[src/rtl/mapper_mem_arbiter.sv]
// Shares one external memory port between PPU CHR reads, CPU PRG accesses and the ROM loader.
// Latency: request-to-ack of 4 cycles minimum (IDLE, ISSUE, WAIT, DONE), longer while memory is slow.
// Backpressure: requests are held until their one-cycle ack; WAIT ends on mem_ready or after TIMEOUT cycles.
// Build option: define MAPPER_ARB_LOADER_EN to let the loader port arbitrate at lowest priority.
module mapper_mem_arbiter #(
  parameter int STARVE_LIMIT = 8,
  parameter int TIMEOUT      = 15
) (
  input  logic        clk,
  input  logic        reset,
  // PPU CHR read port
  input  logic        i_ppu_req,
  input  logic [21:0] i_ppu_addr,
  output logic        o_ppu_ack,
  // CPU PRG port
  input  logic        i_cpu_req,
  input  logic        i_cpu_we,
  input  logic [21:0] i_cpu_addr,
  input  logic [7:0]  i_cpu_wdata,
  output logic        o_cpu_ack,
  // ROM loader write port
  input  logic        i_ldr_req,
  input  logic [21:0] i_ldr_addr,
  input  logic [7:0]  i_ldr_wdata,
  output logic        o_ldr_ack,
  // read data for the requester being acked
  output logic [7:0]  o_rdata,
  // external memory
  output logic [21:0] o_mem_addr,
  output logic [7:0]  o_mem_wdata,
  output logic        o_mem_rd,
  output logic        o_mem_wr,
  input  logic [7:0]  i_mem_rdata,
  input  logic        i_mem_ready,
  output logic        o_timeout_err
);

  localparam int SW = $clog2(STARVE_LIMIT + 1);
  localparam int TW = $clog2(TIMEOUT + 1);

  typedef enum logic [1:0] {IDLE, ISSUE, WAIT, DONE} state_t;
  typedef enum logic [1:0] {W_PPU, W_CPU, W_LDR} winner_t;

  state_t          r_state;
  state_t          w_state_nxt;
  winner_t         r_winner;
  winner_t         w_grant;
  logic            w_grant_vld;
  logic            w_cpu_first;
  logic            w_ldr_vld;
  logic            w_timeout;
  logic            r_we;
  logic [21:0]     r_addr;
  logic [7:0]      r_wdata;
  logic [7:0]      r_rdata;
  logic [SW-1:0]   r_starve;
  logic [TW-1:0]   r_wait_cnt;
  logic            r_timeout_err;

`ifdef MAPPER_ARB_LOADER_EN
  assign w_ldr_vld = i_ldr_req;
`else
  // Loader port is inert in this build; its request is deliberately dropped.
  logic w_ldr_unused;
  assign w_ldr_vld    = 1'b0;
  assign w_ldr_unused = i_ldr_req;
`endif

  assign w_timeout = (r_wait_cnt == TW'(TIMEOUT - 1));

  // Pick a winner: PPU first, unless the CPU has been passed over too often; loader last.
  always_comb begin
    w_grant     = W_PPU;
    w_cpu_first = i_cpu_req && (!i_ppu_req || (r_starve >= SW'(STARVE_LIMIT)));
    w_grant_vld = i_ppu_req | i_cpu_req | w_ldr_vld;
    if (w_cpu_first) begin
      w_grant = W_CPU;
    end else if (i_ppu_req) begin
      w_grant = W_PPU;
    end else if (w_ldr_vld) begin
      w_grant = W_LDR;
    end
  end

  // FSM state register.
  always_ff @(posedge clk) begin
    if (reset) begin
      r_state <= IDLE;
    end else begin
      r_state <= w_state_nxt;
    end
  end

  // FSM next state plus strobe/ack decode from the registered state.
  always_comb begin
    w_state_nxt = r_state;
    o_mem_rd    = 1'b0;
    o_mem_wr    = 1'b0;
    o_ppu_ack   = 1'b0;
    o_cpu_ack   = 1'b0;
    o_ldr_ack   = 1'b0;
    case (r_state)
      IDLE: begin
        if (w_grant_vld) begin
          w_state_nxt = ISSUE;
        end
      end
      ISSUE: begin
        o_mem_rd    = !r_we;
        o_mem_wr    = r_we;
        w_state_nxt = WAIT;
      end
      WAIT: begin
        // mem_ready wins over a timeout landing in the same cycle.
        if (i_mem_ready || w_timeout) begin
          w_state_nxt = DONE;
        end
      end
      DONE: begin
        o_ppu_ack   = (r_winner == W_PPU);
        o_cpu_ack   = (r_winner == W_CPU);
`ifdef MAPPER_ARB_LOADER_EN
        o_ldr_ack   = (r_winner == W_LDR);
`endif
        w_state_nxt = IDLE;
      end
      default: w_state_nxt = IDLE;
    endcase
  end

  // Datapath: latch the winning command in IDLE, track starvation, collect read data or time out.
  always_ff @(posedge clk) begin
    if (reset) begin
      r_winner      <= W_PPU;
      r_we          <= 1'b0;
      r_addr        <= '0;
      r_wdata       <= '0;
      r_rdata       <= '0;
      r_starve      <= '0;
      r_wait_cnt    <= '0;
      r_timeout_err <= 1'b0;
    end else begin
      case (r_state)
        IDLE: begin
          r_wait_cnt <= '0;
          if (w_grant_vld) begin
            r_winner <= w_grant;
            case (w_grant)
              W_CPU: begin
                r_we    <= i_cpu_we;
                r_addr  <= i_cpu_addr;
                r_wdata <= i_cpu_wdata;
              end
              W_LDR: begin
                r_we    <= 1'b1;
                r_addr  <= i_ldr_addr;
                r_wdata <= i_ldr_wdata;
              end
              default: begin
                r_we    <= 1'b0;
                r_addr  <= i_ppu_addr;
                r_wdata <= '0;
              end
            endcase
            if (w_grant == W_CPU) begin
              r_starve <= '0;
            end else if ((w_grant == W_PPU) && i_cpu_req && (r_starve < SW'(STARVE_LIMIT))) begin
              r_starve <= r_starve + 1'b1;
            end
          end
        end
        WAIT: begin
          if (i_mem_ready) begin
            if (!r_we) begin
              r_rdata <= i_mem_rdata;
            end
          end else if (w_timeout) begin
            r_rdata       <= 8'hFF;
            r_timeout_err <= 1'b1;
          end else begin
            r_wait_cnt <= r_wait_cnt + 1'b1;
          end
        end
        default: ;
      endcase
    end
  end

  assign o_mem_addr    = r_addr;
  assign o_mem_wdata   = r_wdata;
  assign o_rdata       = r_rdata;
  assign o_timeout_err = r_timeout_err;

endmodule

[config.mk]
export PLATFORM = sky130hd
export DESIGN_NAME = mapper_mem_arbiter
export DESIGN_NICKNAME = d
export VERILOG_FILES = /design/src/rtl/mapper_mem_arbiter.sv
export SDC_FILE = /design/constraint.sdc
export NUM_CORES = 1
export LEC_CHECK = 0
export ABC_CLOCK_PERIOD_IN_PS = 5400
export BUFFER_PORTS_ARGS = -buffer_cell sky130_fd_sc_hd__buf_4
export CAP_MARGIN = 0
export CELL_PAD_IN_SITES_DETAIL_PLACEMENT = 1
export CELL_PAD_IN_SITES_GLOBAL_PLACEMENT = 1
export CORE_ASPECT_RATIO = 0.75
export CORE_MARGIN = 3
export CORE_UTILIZATION = 32
export DETAILED_ROUTE_END_ITERATION = 6
export GPL_TIMING_DRIVEN = 0
export PLACE_DENSITY = 0.81
export SETUP_SLACK_MARGIN = 0.05
export SYNTH_ARGS = -nofsm -noshare
export SYNTH_HDL_FRONTEND = slang
export SYNTH_SLANG_ARGS = --single-unit
[constraint.sdc]
create_clock -name clk -period 5.4 [get_ports clk]
set_clock_uncertainty 0.2 [all_clocks]
set_input_delay 0.81 -clock clk [delete_from_list [all_inputs] [get_ports clk]]
set_output_delay 0.81 -clock clk [all_outputs]
set_load 0.01 [all_outputs]
==> flow_metrics.py, run 1 <==
metrics = {
    "timing": {
        "hold_viol": 0,
        "fin_tns_setup_ps": 0,
        "fin_ws_ps": 3100,
        "grt_setup_unrepaired": "no",
        "maxSlewViolCount": 0,
        "post-route-period-util": 0.425,
        "fin_crit_ps": 2300,
        "fmax_mhz": 435,
        "tightest_slew_ps": 750,
        "setup_viol": 0,
        "max-slew-margin-rel": 0.497,
    },
    "setup_path": {
        "critPathMaxFanout": 4,
        "cp.required_ps": 4390,
        "cp.arrival_ps": 1290,
        "worstPathCellList": "inv_1 -> ha_1 -> and2_1 -> buf_4",
        "r2r_cells": 6,
        "cp_num_buf_inv": 2,
        "crit_path_top_delay_cell": "dfxtp_1",
        "crit_cells": 4,
        "critPathKind": "flip-flop to output port",
        "crit_family": "flip-flops",
        "critPathMaxStageDelay_ps": 390,
        "cp-end-kind": "output port",
        "cp-start-kind": "flip-flop",
    },
    "die": {
        "die_area_mm2": 0.00841,
        "start_util": 0.337,
        "core-area_mm2": 0.00696,
        "io_pins": 141,
        "die_w_um": 105,
        "die_y_um": 80.2,
        "row_count": 26,
    },
    "yosys": {
        "syn-num-nets": 383,
        "syn-cell-area_mm2": 0.00235,
        "synthMuxAreaShare": 0.00426,
        "synth_area_leader_cell": "dfxtp_1",
        "synth-edff-count": 0,
        "synth_xor_area_frac": 0,
        "synth_area_per_cell_um2": 8.44,
        "synth-compound-area-share": 0.249,
        "seq_area_frac_synth": 0.435,
        "ys_ff_latch": 51,
        "yosysTopAreaCellShare": 0.435,
        "syn-instance-count": 278,
        "synthArstFlopShare": 0,
        "synthAdderAreaFrac": 0.0426,
        "synth.area.top_cells": "dfxtp_1 (43%), a311oi_1 (9.0%), nor2_1 (7.0%), nand3_1 (5.1%), o21ai_0 (5.1%)",
        "synth-main-ff-cell": "dfxtp_1",
        "yosys.cell_types.count": 37,
        "synthSimpleGateAreaFrac": 0.195,
        "synth_top_family_by_area": "compound AO/OA/AOI/OAI gates",
        "synth-warning-count": 0,
    },
    "clocking": {
        "postCtsSetupBuffers": 0,
        "cts_tree": "built",
        "clk_path_buf_depth": 2,
        "clock-sinks": 51,
        "clkTransAtPathRegs_ps": 100,
        "clockRootBuffer": "clkbuf_8",
        "clk_latency_ps": 320,
        "cts_max_level": 2,
        "cts_resized": 0,
        "cts_hold_buf": 0,
        "cts_made_buffers": 5,
    },
    "pwr": {
        "power_density_mw_per_mm2": 380,
        "leakage_nw": 1.43,
        "design_power_total_mw": 1.27,
        "ir_drop_v": 0.000118,
    },
    "global_route": {
        "grt.busiest_layer": "met2",
        "met2_usage": 0.315,
        "grtUsageMet3": 0.0402,
        "first_global_vias": 2520,
        "grt_overflow": 0,
        "antenna_found_initial": 0,
        "grt_pass1_wl_um": 13000,
        "track_usage": 0.192,
        "met1_usage": 0.250,
        "grt_start_max_net_pins": 16,
    },
    "routing": {
        "drc": 0,
        "drt_wl_total_um": 8160,
        "drt_first_pass_iters": 4,
        "wire_per_inst_um": 16.6,
        "route.vias.total": 2533,
        "ant_nets": 0,
        "avgViaCountPerCell": 5.17,
        "drt_iter0_markers": 80,
    },
    "run_status": {
        "status": "finished, final reports clean",
    },
    "cells_and_area": {
        "num_antenna_cells": 0,
        "instances_no_fill": 490,
        "drive_gt1_frac": 0.332,
        "areaGrowthSynthToFinish_pct": 42.7,
        "layout.nets": 496,
    },
    "place": {
        "placed_cells_incl_taps": 482,
        "hpwl_um": 6280,
        "port-buffer-count": 106,
        "gp_congestion": 0.799,
        "dp_worst_setup_slack_ps": 3130,
    },
    "min_path": {
        "hold_class": "flip-flop to flip-flop",
        "hold_depth": 2,
    },
    "run": {
        "cap_violations": 0,
    },
}
## per-stage QoR
step	hold WS [ps]	util	instance area [um2]
2_1_floorplan	249	-	2350
4_1_cts	267	0.481	3350
6_report	263	0.481	3350
3_3_place_gp	243	0.469	3270
5_1_grt	286	0.481	3350
3_5_place_dp	252	0.469	3270
## synthesized netlist by cell type (8+ instances only)
master and n:
dfxtp_1 51, inv_1 14, a211oi_1 8, ha_1 8
nand3_1 24, a311oi_1 24, a21oi_1 8, nor2_1 44
o21ai_0 24, a32oi_1 9, clkbuf_1 12, buf_2 10
## per-layer routing
metal,vias to the layer above,share of wire
met5,-,0
met4,0,0.013
met3,8,0.049
met2,62,0.47
met1,1236,0.47
li1,1227,-
## area by class of cell
type | count | area, um2
plain buffers | 25 | 119
clock buffers | 5 | 68.8
fillers | 884 | 3610
repair buffers | 106 | 796
well taps | 98 | 123
clock inverters | 3 | 15.0
multi-input cells | 188 | 1150
inverters | 14 | 52.6
flip-flops and latches | 51 | 1020
## report_power, final
part	switching, mW	internal [mW]	total, mW
combinational	0.280	0.238	0.518
sequential	0.0578	0.470	0.528
clock	0.137	0.0893	0.227
total	0.475	0.797	1.27
## sequential cells by signal, indices dropped and copies added, names as in the netlist
name,cells
o_mem_addr,22
o_mem_wdata,8
o_rdata,8
o_timeout_err,1
r_starve,4
r_state,2
r_wait_cnt,4
r_we,1
r_winner,1
## worst register-to-register path, cell delays in order, from the launching register on
cell      delay (ps)
dfxtp_1          360
inv_1             90
ha_1             290
o21a_1           150
buf_2            180
clkbuf_1         430
a311oi_1         180
## placed cells by master (no fill, tap or decap), types with 2 or more instances in the layout
master    count
a211oi_1      8
a21oi_1       8
a311oi_1     24
a32oi_1       9
and2_1        3
buf_2        10
buf_4       107
clkbuf_1     12
clkbuf_8      5
clkinv_2      3
dfxtp_1      51
ha_1          8
inv_1        14
nand2_1       5
nand2b_1      5
nand3_1      24
nor2_1       44
nor2b_1       4
o211ai_1      2
o21a_1        2
o21ai_0      24
o21ai_1       2
or3_2         2
## logic make-up after synthesis
logic type	Yosys count
and+or+nand+nor	95
AOI/OAI and AO/OA	83
DFF	51
buffers and inverters	39
adders and majority gates	8
muxes	1
other	1
## final timing paths
kind | start | to | slack, ps
max | r_state[1]$_SDFFE_PP0P_ | o_mem_wr | 3100
min reg2reg | o_rdata[1]$_SDFFE_PP0P_ | o_rdata[1]$_SDFFE_PP0P_ | 260
max reg2reg | r_state[0]$_SDFFE_PP0P_ | o_mem_addr[15]$_SDFFE_PP0P_ | 3390
min | o_rdata[1]$_SDFFE_PP0P_ | o_rdata[1]$_SDFFE_PP0P_ | 260
No activity file was read; power rests on OpenSTA's default activity.
==> inputs of run 2 (changes only) <==
- ABC_CLOCK_PERIOD_IN_PS: 5400 -> 2200
- CORE_UTILIZATION: 32 -> 30
- PLACE_DENSITY: 0.81 -> 0.76
- clock period: 5.4 -> 2.2 ns (I/O delays scaled with it)
==> run 2 against run 1 <==
Net effect: register-to-register slack worse by 3100 ps; sequential power increased by 150%; power increased to 2.6 times the previous value; via count fell by 0.28%; combinational power increased by 150%; die area up 6.2%; first-iteration DRC count is 26% higher; global-route usage shrank 1.0 points; sequential share of layout area fell by 0.37 points; largest power group unchanged; wire length rose by 0.58%; non-clock buffer count unchanged; largest cell class unchanged; cell count up 0.61%; highest routed layer unchanged.
==> flow_metrics.py, run 2 (synthesis results as in run 1) <==
metrics = {
    "die": {
        "die_y_um": 82.6,
        "io_pins": 141,
        "die_area_mm2": 0.00893,
        "row_count": 27,
        "die_w_um": 108,
        "core-area_mm2": 0.00747,
        "start_util": 0.314,
    },
    "cells_and_area": {
        "num_antenna_cells": 0,
        "largest_register_ffs": 22,
        "seq_area_mm2": 0.00102,
        "final_common_cell": "buf_4",
        "drive_gt1_frac": 0.337,
        "layout.nets": 496,
        "multi_input_area_mm2": 0.00116,
        "areaGrowthSynthToFinish_pct": 44.5,
        "nFillCells": 917,
        "final_cell_mix": "buf_4 (107), dfxtp_1 (51), nor2_1 (44)",
    },
    "timing": {
        "setup_viol": 0,
        "max-slew-margin-rel": 0.514,
        "tightest_slew_ps": 725,
        "fmax_mhz": 522,
        "fin_ws_ps": 284,
        "hold_viol": 0,
        "fin_crit_ps": 1920,
        "grt_setup_unrepaired": "no",
        "fin_tns_setup_ps": 0,
        "maxSlewViolCount": 0,
        "post-route-period-util": 0.871,
    },
    "clocking": {
        "clk_latency_ps": 300,
        "clock-sinks": 51,
        "cts_max_level": 2,
        "cts_made_buffers": 5,
        "cts_hold_buf": 0,
        "clkTransAtPathRegs_ps": 90,
        "cts_tree": "built",
        "clk_path_buf_depth": 2,
        "clockRootBuffer": "clkbuf_8",
        "postCtsSetupBuffers": 0,
    },
    "place": {
        "port-buffer-count": 106,
        "hpwl_um": 6290,
        "gp_congestion": 0.764,
        "dp_worst_setup_slack_ps": 222,
    },
    "global_route": {
        "track_usage": 0.182,
        "first_global_vias": 2592,
        "grt_pass1_wl_um": 13000,
        "antenna_found_initial": 0,
        "grt_overflow": 0,
        "grt_start_max_net_pins": 16,
    },
    "pwr": {
        "clock_power_share": 0.214,
        "p_comb_frac": 0.389,
        "ir_drop_v": 0.000360,
        "pwr-share-seq": 0.397,
        "leakage_nw": 1.44,
        "power_density_mw_per_mm2": 961,
        "design_power_total_mw": 3.26,
        "internal_power_mw": 2.11,
        "p_sw_mw": 1.15,
        "swShare": 0.352,
    },
    "setup_path": {
        "crit_path_top_delay_cell": "dfxtp_1",
        "critPathLaunch": "r_wait_cnt[0]$_SDFFE_PP0P_",
        "cp-end-kind": "flip-flop",
        "worstPathCellList": "inv_1 -> ha_1 -> and3_1 -> buf_6 -> or3_1 -> a311oi_1",
        "rr_startpoint": "r_wait_cnt[0]$_SDFFE_PP0P_",
        "reg2reg_to": "r_wait_cnt[2]$_SDFFE_PP0P_",
        "cp.required_ps": 2220,
        "cp.arrival_ps": 1940,
        "cp-start-kind": "flip-flop",
        "critPathMaxFanout": 9,
        "critPathMaxStageDelay_ps": 440,
        "r2r_cells": 6,
        "r2r_setup_slack_ps": 280,
        "crit_end": "r_wait_cnt[2]$_SDFFE_PP0P_",
        "critPathKind": "flip-flop to flip-flop",
    },
    "routing": {
        "wire_per_inst_um": 16.6,
        "avgViaCountPerCell": 5.12,
        "drt_first_pass_iters": 4,
        "drt_wl_total_um": 8200,
        "ant_nets": 0,
        "drc": 0,
        "route.vias.total": 2526,
        "drt_iter0_markers": 101,
    },
    "min_path": {
        "hold_class": "primary input to flip-flop",
    },
    "run_status": {
        "status": "finished, final reports clean",
    },
    "run": {
        "cap_violations": 0,
    },
}
==> run 2: routing by layer <==
metal / GRT usage / share of wire / vias up
li1: - / - / 1229
met1: 0.249 / 0.47 / 1201
met2: 0.285 / 0.44 / 84
met3: 0.0474 / 0.070 / 12
met4: 0.0479 / 0.017 / 0
met5: 0 / 0 / -
==> run 2: through the flow <==
stage	instances	util	instance area [um2]	hold WS, ps
after floorplan	278	-	2350	249
after global placement	485	0.438	3270	244
after detailed placement	485	0.438	3270	255
after CTS	493	0.454	3390	72.8
after global routing	493	0.454	3390	75.2
final	493	0.454	3390	76.7
==> run 2: how the worst min path moves through the flow <==
stage | from | to | slack, ps | depth (start not counted)
2_1_floorplan | r_starve[1]$_SDFFE_PP0P_ | r_starve[1]$_SDFFE_PP0P_ | 250 | 2
3_3_place_gp | o_rdata[6]$_SDFFE_PP0P_ | o_rdata[6]$_SDFFE_PP0P_ | 240 | 2
3_5_place_dp | o_rdata[6]$_SDFFE_PP0P_ | o_rdata[6]$_SDFFE_PP0P_ | 250 | 2
4_1_cts | i_cpu_wdata[2] | o_mem_wdata[2]$_SDFFE_PP0P_ | 70 | 3
5_1_grt | i_cpu_wdata[5] | o_mem_wdata[5]$_SDFFE_PP0P_ | 80 | 3
6_report | i_cpu_wdata[0] | o_mem_wdata[0]$_SDFFE_PP0P_ | 80 | 3
==> run 2: power groups by stage <==
| stage | sequential [mW] | combinational, mW | clock (mW) |
|---|---|---|---|
| after CTS | 1.30 | 1.27 | 0.713 |
| after global placement | 1.31 | 1.24 | 0 |
| after floorplan | 1.39 | 0.564 | 0 |
| after global routing | 1.33 | 1.41 | 0.756 |
| final | 1.30 | 1.27 | 0.696 |
| after detailed placement | 1.32 | 1.27 | 0 |
==> run 2: layout make-up <==
type                    instances  area share
inverters                      14      0.0155
plain buffers                  25      0.0354
flip-flops and latches         51       0.301
clock inverters                 2      0.0103
clock buffers                   6      0.0244
multi-input cells             188       0.341
repair buffers                106       0.235
well taps                     101      0.0373
==> run 2: repair_timing <==
| action | 4_1_cts | 5_1_grt |
|---|---|---|
| resized for setup | 0 | 3 |
| hold endpoints to repair | 0 | 0 |
| setup endpoints to repair | 0 | 12 |
==> run 2: worst max-delay path, delay by kind of cell (launching register included) <==
| family | cells | cell delay (ps) |
|---|---|---|
| DFF | 1 | 440 |
| and+or+nand+nor | 2 | 530 |
| adders and majority gates | 1 | 210 |
| buffers and inverters | 2 | 200 |
| AOI/OAI and AO/OA | 1 | 250 |
